===== config.mk =====
export PLATFORM = sky130hd
export DESIGN_NAME = hand_tracker
export DESIGN_NICKNAME = d
export VERILOG_FILES = /design/src/rtl/hand_tracker.sv
export SDC_FILE = /design/constraint.sdc
export NUM_CORES = 1
export LEC_CHECK = 0
export CAP_MARGIN = 20
export CELL_PAD_IN_SITES_DETAIL_PLACEMENT = 2
export CELL_PAD_IN_SITES_GLOBAL_PLACEMENT = 2
export CORE_MARGIN = 3
export CORE_UTILIZATION = 31
export CTS_BUF_LIST = sky130_fd_sc_hd__clkbuf_8 sky130_fd_sc_hd__clkbuf_16
export CTS_CLUSTER_DIAMETER = 120
export DETAILED_ROUTE_END_ITERATION = 16
export PLACE_DENSITY = 0.73
export SLEW_MARGIN = 20
export SYNTH_ARGS = -nofsm -noshare
export SYNTH_HDL_FRONTEND = slang
export SYNTH_SLANG_ARGS = --single-unit

===== constraint.sdc =====
create_clock -name clk -period 4.7 [get_ports clk]
set_input_delay 0.94 -clock clk [delete_from_list [all_inputs] [get_ports clk]]
set_output_delay 0.94 -clock clk [all_outputs]
set_load 0.05 [all_outputs]

===== src/rtl/hand_tracker.sv =====
// Smooths camera hand-centroid samples into a sprite position, once per frame,
// and debounces the open/closed grip into OPEN/HOLD/LOST.
module hand_tracker #(
  parameter int SCREEN_W    = 1024,
  parameter int SCREEN_H    = 768,
  parameter int SPRITE_W    = 64,
  parameter int SPRITE_H    = 64,
  parameter int GRIP_FRAMES = 3,
  parameter int LOST_FRAMES = 8
) (
  input  logic        clk,
  input  logic        reset,
  input  logic        frame_tick,
  input  logic [10:0] raw_x,
  input  logic [9:0]  raw_y,
  input  logic        raw_valid,
  input  logic        grip,
  output logic [15:0] x,
  output logic [15:0] y,
  output logic [1:0]  ball_state,
  output logic        update
);

  localparam logic [1:0] ST_OPEN = 2'd0;
  localparam logic [1:0] ST_HOLD = 2'd1;
  localparam logic [1:0] ST_LOST = 2'd2;

  localparam int          GW         = (GRIP_FRAMES < 2) ? 1 : $clog2(GRIP_FRAMES + 1);
  localparam logic [10:0] MAX_X      = 11'(SCREEN_W - SPRITE_W);
  localparam logic [9:0]  MAX_Y      = 10'(SCREEN_H - SPRITE_H);
  localparam logic [10:0] HOME_X     = 11'((SCREEN_W - SPRITE_W) / 2);
  localparam logic [9:0]  HOME_Y     = 10'((SCREEN_H - SPRITE_H) / 2);
  localparam logic [GW-1:0] GRIP_LIMIT = GW'(GRIP_FRAMES);
  localparam logic [3:0]  LOST_LIMIT = 4'(LOST_FRAMES);

  logic [10:0]   pend_x_reg, pend_x_next;
  logic [9:0]    pend_y_reg, pend_y_next;
  logic          pend_grip_reg, pend_grip_next;
  logic          pending_reg, pending_next;
  logic [10:0]   x_reg, x_next;
  logic [9:0]    y_reg, y_next;
  logic [1:0]    state_reg, state_next;
  logic [3:0]    miss_reg, miss_next;
  logic [GW-1:0] open_cnt_reg, open_cnt_next;
  logic [GW-1:0] hold_cnt_reg, hold_cnt_next;
  logic          update_reg;

  logic [10:0]   tgt_x;
  logic [9:0]    tgt_y;
  logic [10:0]   step_y_wide;
  logic [3:0]    miss_inc;
  logic [GW-1:0] open_inc, hold_inc;

  // Moves a quarter of the way toward the target, snapping when within 3 pixels.
  // The floor-shift guarantees the result never overshoots, so it stays in range.
  function automatic logic [10:0] approach(input logic [10:0] cur, input logic [10:0] tgt);
    logic signed [16:0] diff;
    logic signed [16:0] step;
    logic signed [16:0] sum;
    diff = $signed({6'b0, tgt}) - $signed({6'b0, cur});
    step = diff >>> 2;
    sum  = $signed({6'b0, cur}) + step;
    if (diff >= -17'sd3 && diff <= 17'sd3)
      return tgt;
    return sum[10:0];
  endfunction

  assign tgt_x       = (pend_x_reg > MAX_X) ? MAX_X : pend_x_reg;
  assign tgt_y       = (pend_y_reg > MAX_Y) ? MAX_Y : pend_y_reg;
  assign step_y_wide = approach({1'b0, y_reg}, {1'b0, tgt_y});
  assign miss_inc    = (miss_reg == 4'd15) ? 4'd15 : miss_reg + 4'd1;
  assign open_inc    = open_cnt_reg + 1'b1;
  assign hold_inc    = hold_cnt_reg + 1'b1;

  always_comb begin
    pend_x_next    = pend_x_reg;
    pend_y_next    = pend_y_reg;
    pend_grip_next = pend_grip_reg;
    pending_next   = pending_reg;
    x_next         = x_reg;
    y_next         = y_reg;
    state_next     = state_reg;
    miss_next      = miss_reg;
    open_cnt_next  = open_cnt_reg;
    hold_cnt_next  = hold_cnt_reg;

    // A sample arriving with the tick is kept for the next frame.
    if (raw_valid) begin
      pend_x_next    = raw_x;
      pend_y_next    = raw_y;
      pend_grip_next = grip;
      pending_next   = 1'b1;
    end else if (frame_tick) begin
      pending_next = 1'b0;
    end

    if (frame_tick) begin
      if (pending_reg) begin
        miss_next = 4'd0;
        if (state_reg == ST_LOST) begin
          x_next        = tgt_x;
          y_next        = tgt_y;
          state_next    = ST_OPEN;
          open_cnt_next = '0;
          hold_cnt_next = '0;
        end else begin
          x_next = approach(x_reg, tgt_x);
          y_next = step_y_wide[9:0];
          if (state_reg == ST_OPEN) begin
            if (!pend_grip_reg) begin
              open_cnt_next = '0;
            end else if (open_inc >= GRIP_LIMIT) begin
              state_next    = ST_HOLD;
              open_cnt_next = '0;
              hold_cnt_next = '0;
            end else begin
              open_cnt_next = open_inc;
            end
          end else begin
            if (pend_grip_reg) begin
              hold_cnt_next = '0;
            end else if (hold_inc >= GRIP_LIMIT) begin
              state_next    = ST_OPEN;
              open_cnt_next = '0;
              hold_cnt_next = '0;
            end else begin
              hold_cnt_next = hold_inc;
            end
          end
        end
      end else begin
        miss_next = miss_inc;
        if (miss_inc == LOST_LIMIT) begin
          state_next    = ST_LOST;
          open_cnt_next = '0;
          hold_cnt_next = '0;
        end
      end
    end
  end

  always_ff @(posedge clk or posedge reset) begin
    if (reset) begin
      pend_x_reg    <= '0;
      pend_y_reg    <= '0;
      pend_grip_reg <= 1'b0;
      pending_reg   <= 1'b0;
      x_reg         <= HOME_X;
      y_reg         <= HOME_Y;
      state_reg     <= ST_LOST;
      miss_reg      <= 4'd0;
      open_cnt_reg  <= '0;
      hold_cnt_reg  <= '0;
      update_reg    <= 1'b0;
    end else begin
      pend_x_reg    <= pend_x_next;
      pend_y_reg    <= pend_y_next;
      pend_grip_reg <= pend_grip_next;
      pending_reg   <= pending_next;
      x_reg         <= x_next;
      y_reg         <= y_next;
      state_reg     <= state_next;
      miss_reg      <= miss_next;
      open_cnt_reg  <= open_cnt_next;
      hold_cnt_reg  <= hold_cnt_next;
      update_reg    <= frame_tick;
    end
  end

  assign x          = {5'b0, x_reg};
  assign y          = {6'b0, y_reg};
  assign ball_state = state_reg;
  assign update     = update_reg;

endmodule


## After elaboration in Yosys (flattened, before gate mapping)

Index checks and enable logic that the tools add are counted.

- Add/sub/neg operators: 7
- Magnitude comparators: 8
- Equal/unequal tests: 8
- Mux-type cells: 38
- Reductions and logical operators: 9

Operators by type and width:

| cell | number |
|---|---|
| $mux 11 | 4 |
| $mux 2 | 21 |
| $mux 10 | 4 |
| $ge 12x3->1 const B | 1 |
| $le 12x3->1 const B | 1 |
| $sub 11x11->12 | 1 |
| $add 11x10->11 | 1 |
| $ge 11x3->1 const B | 1 |
| $gt 11x10->1 const B | 1 |
| $le 11x3->1 const B | 1 |
| $sub 10x10->11 | 1 |
| $add 10x9->10 | 1 |
| $gt 10x10->1 const B | 1 |
| $eq 4x4->1 const B | 2 |
| $mux 4 | 2 |
| $ne 4x2->1 const B | 2 |
| $reduce_and 4->1 | 2 |
| $mux 1 | 7 |
| $reduce_and 6->1 | 1 |
| $add 2x1->2 const B | 2 |
| $add 4x1->4 const B | 1 |
| $ge 2x2->1 const B | 2 |
| $ne 4x1->1 const B | 1 |
| $ne 4x3->1 const B | 1 |
| 6 further kinds | 8 |

- Bits in registers: 55
- Bits of input ports: 26
- Output and inout bits: 35
- Word-level logic and storage cells: 81

## Longest topological paths before layout

- Depth after elaboration: 11
- Depth in mapped cells: 20
- Depth with buffers taken out: 20

## Worst setup path before layout

No wires, ideal clock.

- Kind: reg-to-reg
- Start point: register pend_y_reg[0]
- End point: register y_reg[0]
- Setup time: 0.121 ns
- Data arrival time: 4.317 ns
- Data required time: 4.579 ns
- Path slack: 0.262 ns
- Stages on the path, launching flop included: 15
- Buffers on the path: 1
- Period minus slack after synthesis: 4.438 ns
- Cell sequence: dfrtp_1 or4_1 o311a_1 o21ai_1 and2_1 ha_1 nor2b_1 o31a_1 o41ai_4 xnor2_1 or4_4 or4_1 buf_2 a31o_1 o22a_1

- Word-level cells in the longest chain between the ends: 8
- Elaborated cells between the ends (all ways): 11
- Those cells by class: add/sub: 2; order compare: 3; mux: 5; reduce/logical: 1

RTL lines:

| element | RTL line | text |
|---|---|---|
| from (decl) | 37 | `logic [9:0] pend_y_reg, pend_y_next;` |
| from (signal assigned) | 157 | `pend_y_reg <= pend_y_next;` |
| $gt 10x10->1 | 69 | `assign tgt_y = (pend_y_reg > MAX_Y) ? MAX_Y : pend_y_reg;` |
| $mux 10 * | 69 |  |
| $sub 10x10->11 | 60 | `diff = $signed({6'b0, tgt}) - $signed({6'b0, cur});` |
| $ge 11x3->1 / $le 11x3->1 (equally long branches) | 63 | `if (diff >= -17'sd3 && diff <= 17'sd3)` |
| $logic_and 1x1->1 | 63 |  |
| $mux 1 | 63 |  |
| $mux 10 | 65 | `return sum[10:0];` |
| $mux 10 * | 100 | `if (state_reg == ST_LOST) begin` |
| to (signal assigned) | 161 | `y_reg <= y_next;` |
| to (decl) | 41 | `logic [9:0] y_reg, y_next;` |

Mark *: on every way between the ends. The rest lies on a longest branch, timed or not. The select of a mux whose other input is x is not followed.
A chain may end at the register's enable or synchronous reset.

## Final worst setup path

- Start point: register pend_y_reg[0]
- End point: register y_reg[9]

The elaborated chain is that of the path after synthesis.

==> flow_summary.toml <==
[run_status]
status = "finished clean"

[placed_design]
dp_slack_ps = -92.8
port_buffers = 49
place_congestion = 0.807
hpwl_mm = 12.0

[final_layout]
layout_common_cells = "49 x clkdlybuf4s50_1, 47 x dfrtp_1, 43 x nor2_1"
syn_to_final_growth_pct = 22.8
drive_gt1_share_pct = 16.7
fin_nets = 665
antennaDiodeCount = 0
final_common_cell = "clkdlybuf4s50_1"

[grt]
grt_overflow = 0
met3_usage_pct = 2.86
grt.total_usage_pct = 18.6
grt_max_degree = 38
gr-usage-met2_pct = 32.8
grt_antenna_before_repair = 0
grt-busiest-layer = "met2"
grt_pass1_wl_mm = 24.8
use_met1_pct = 24.6
first_global_vias = 4668

[clocking]
cts_tree = "built"
insertion_delay_ps = 300
htreeDepth = 2
clockBufferDepth = 2
root_buffer = "clkbuf_16"
clk_pin_slew_ps = 80
cts_buffers = 5
cts_sinks = 55

[floorplanning]
initial_core_util_pct = 31.9
die-area_mm2 = 0.0166
die_h_um = 129
die_w_um = 129
io_pins = 61
rows = 44
core_area_mm2 = 0.0146

[detailed_routing]
ant_nets = 0
drtIter0Drc = 153
drt_wl_total_mm = 15.2
drc = 0
drt-wirelength-per-cell_um = 19.6
routed_via_density = 5.51
drt_pre_antenna_iters = 4
via_count = 4278

[setup_path]
cp-end-kind = "register"
rrSetupSlack_ps = 180
reg2reg_to = "y_reg[9]$_DFFE_PP0P_"
crit_fanout = 5
r2r_cells = 17
worstSetupPathType = "register to register"
worstSetupStartpoint = "pend_y_reg[0]$_DFFE_PP0P_"
r2r_start = "pend_y_reg[0]$_DFFE_PP0P_"
critPathLaunchType = "register"
cp_data_required_time_ps = 4860
crit_path_end = "y_reg[9]$_DFFE_PP0P_"
crit_arrival_ps = 4680

[sta]
rsz0062_at_grt = "true"
final_hold_viol_count = 0
finalMaxSlewViolations = 0
fmax_ghz = 0.221
setup_violations = 0
finalCritPeriodShare_pct = 96.3
period_needed_ps = 4520
slew_headroom_pct = 29.6
setup_ws_ps = 176
finClkSkew_ps = 5.05
worstMarginPinSlew_ps = 1050

[logic_synthesis]
synth_edf_count = 0
synth_cell_types = 68
synthCells = 529
syn_area_per_cell_um2 = 8.83
synth-seq-area-share_pct = 29.7
yosys_register_bits = 55
yosysWarnings = 0
synth_ff_type = "dfrtp_1"
syn-cell-area_mm2 = 0.00467
synth-async-reset-ratio_pct = 100

[job]
max-cap-violations = 0

[min_path]
holdCritPathClass = "register to register"
cell usage after synthesis, types with 6 or more instances:
cell type	number	area, um^2
dfrtp_1	47	1180
nor2_1	47	176
ha_1	44	551
inv_1	37	139
a21oi_1	24	120
nand2_1	24	90.1
mux2_2	23	259
nand3_1	18	90.1
nor3_1	18	90.1
o21ai_1	17	85.1
xnor2_1	17	149
o21ai_0	16	80.1
a31oi_1	15	93.8
a21o_1	14	105
and2_1	12	75.1
clkbuf_1	12	45.0
buf_4	11	82.6
xor2_1	10	87.6
dfstp_2	8	210
o211ai_1	8	60.1
a211oi_1	7	52.6
o21a_1	7	52.6
nand4_1	6	37.5
or2_2	6	37.5
kinds of logic after synthesis:
group / count (synthesis) / share of synthesized area (%)
other: 1 / 0.0803
muxes: 24 / 5.76
adders and majority gates: 48 / 13.5
buffers and inverters: 62 / 5.89
and+or+nand+nor: 162 / 17.8
xor gates and xnor gates: 27 / 5.06
DFF: 55 / 29.7
AOI/OAI and AO/OA: 150 / 22.3
repair_timing:
action	4_1_cts	5_1_grt
resized for setup	6	23
cloned	0	0
endpoints found under the setup margin	4	13
pin swaps	0	5
buffers inserted	0	4
hold buffers	0	0
metal layers:
layer	vias to the layer above	wire length, um
met5	-	0
met1	2156	6980
li1	2054	-
met3	6	541
met2	62	7640
met4	0	78
metrics by stage:
stage	instance area, um^2	cells	util, %	setup TNS, ps	hold slack, ps
floorplan	4710	540	-	0	457
global placement	5420	764	37.0	0	480
detailed placement	5420	764	37.0	-236	489
CTS	5590	772	38.2	0	503
global route	5740	776	39.2	-165	560
finish	5740	776	39.2	0	493
worst min-delay path by stage:
stage / startpoint / end / slack, ps / cells past startpoint
after floorplan: hold_cnt_reg[0]$_DFFE_PP0P_ / hold_cnt_reg[0]$_DFFE_PP0P_ / 460 / 1
after global placement: hold_cnt_reg[0]$_DFFE_PP0P_ / hold_cnt_reg[0]$_DFFE_PP0P_ / 480 / 1
after detailed placement: hold_cnt_reg[0]$_DFFE_PP0P_ / hold_cnt_reg[0]$_DFFE_PP0P_ / 490 / 1
after CTS: hold_cnt_reg[0]$_DFFE_PP0P_ / hold_cnt_reg[0]$_DFFE_PP0P_ / 500 / 1
after global routing: hold_cnt_reg[0]$_DFFE_PP0P_ / hold_cnt_reg[0]$_DFFE_PP0P_ / 560 / 1
final: hold_cnt_reg[0]$_DFFE_PP0P_ / hold_cnt_reg[0]$_DFFE_PP0P_ / 490 / 1
cell type report:
cell class	count	area (um^2)
repair buffers	69	641
well taps	184	230
multi-input cells	423	3190
flip-flops and latches	55	1390
clock inverters	3	25.0
fillers	1643	8910
clock buffers	5	125
inverters	37	139
critical path: stages (launching register included):
cell	delay (ps)
dfrtp_1	400
or4_1	530
o311a_1	310
o21ai_2	180
buf_4	160
and2_1	160
ha_1	300
a21o_1	250
o41ai_4	400
xnor2_2	130
ha_1	350
or2_2	300
a21oi_2	200
o31ai_2	90
xnor2_1	150
and2_1	170
o211ai_1	160
o221ai_1	140
Power is left out: the tool's default activity adds up to more than one toggle a clock period on the data nets, which glitch-free logic cannot reach.
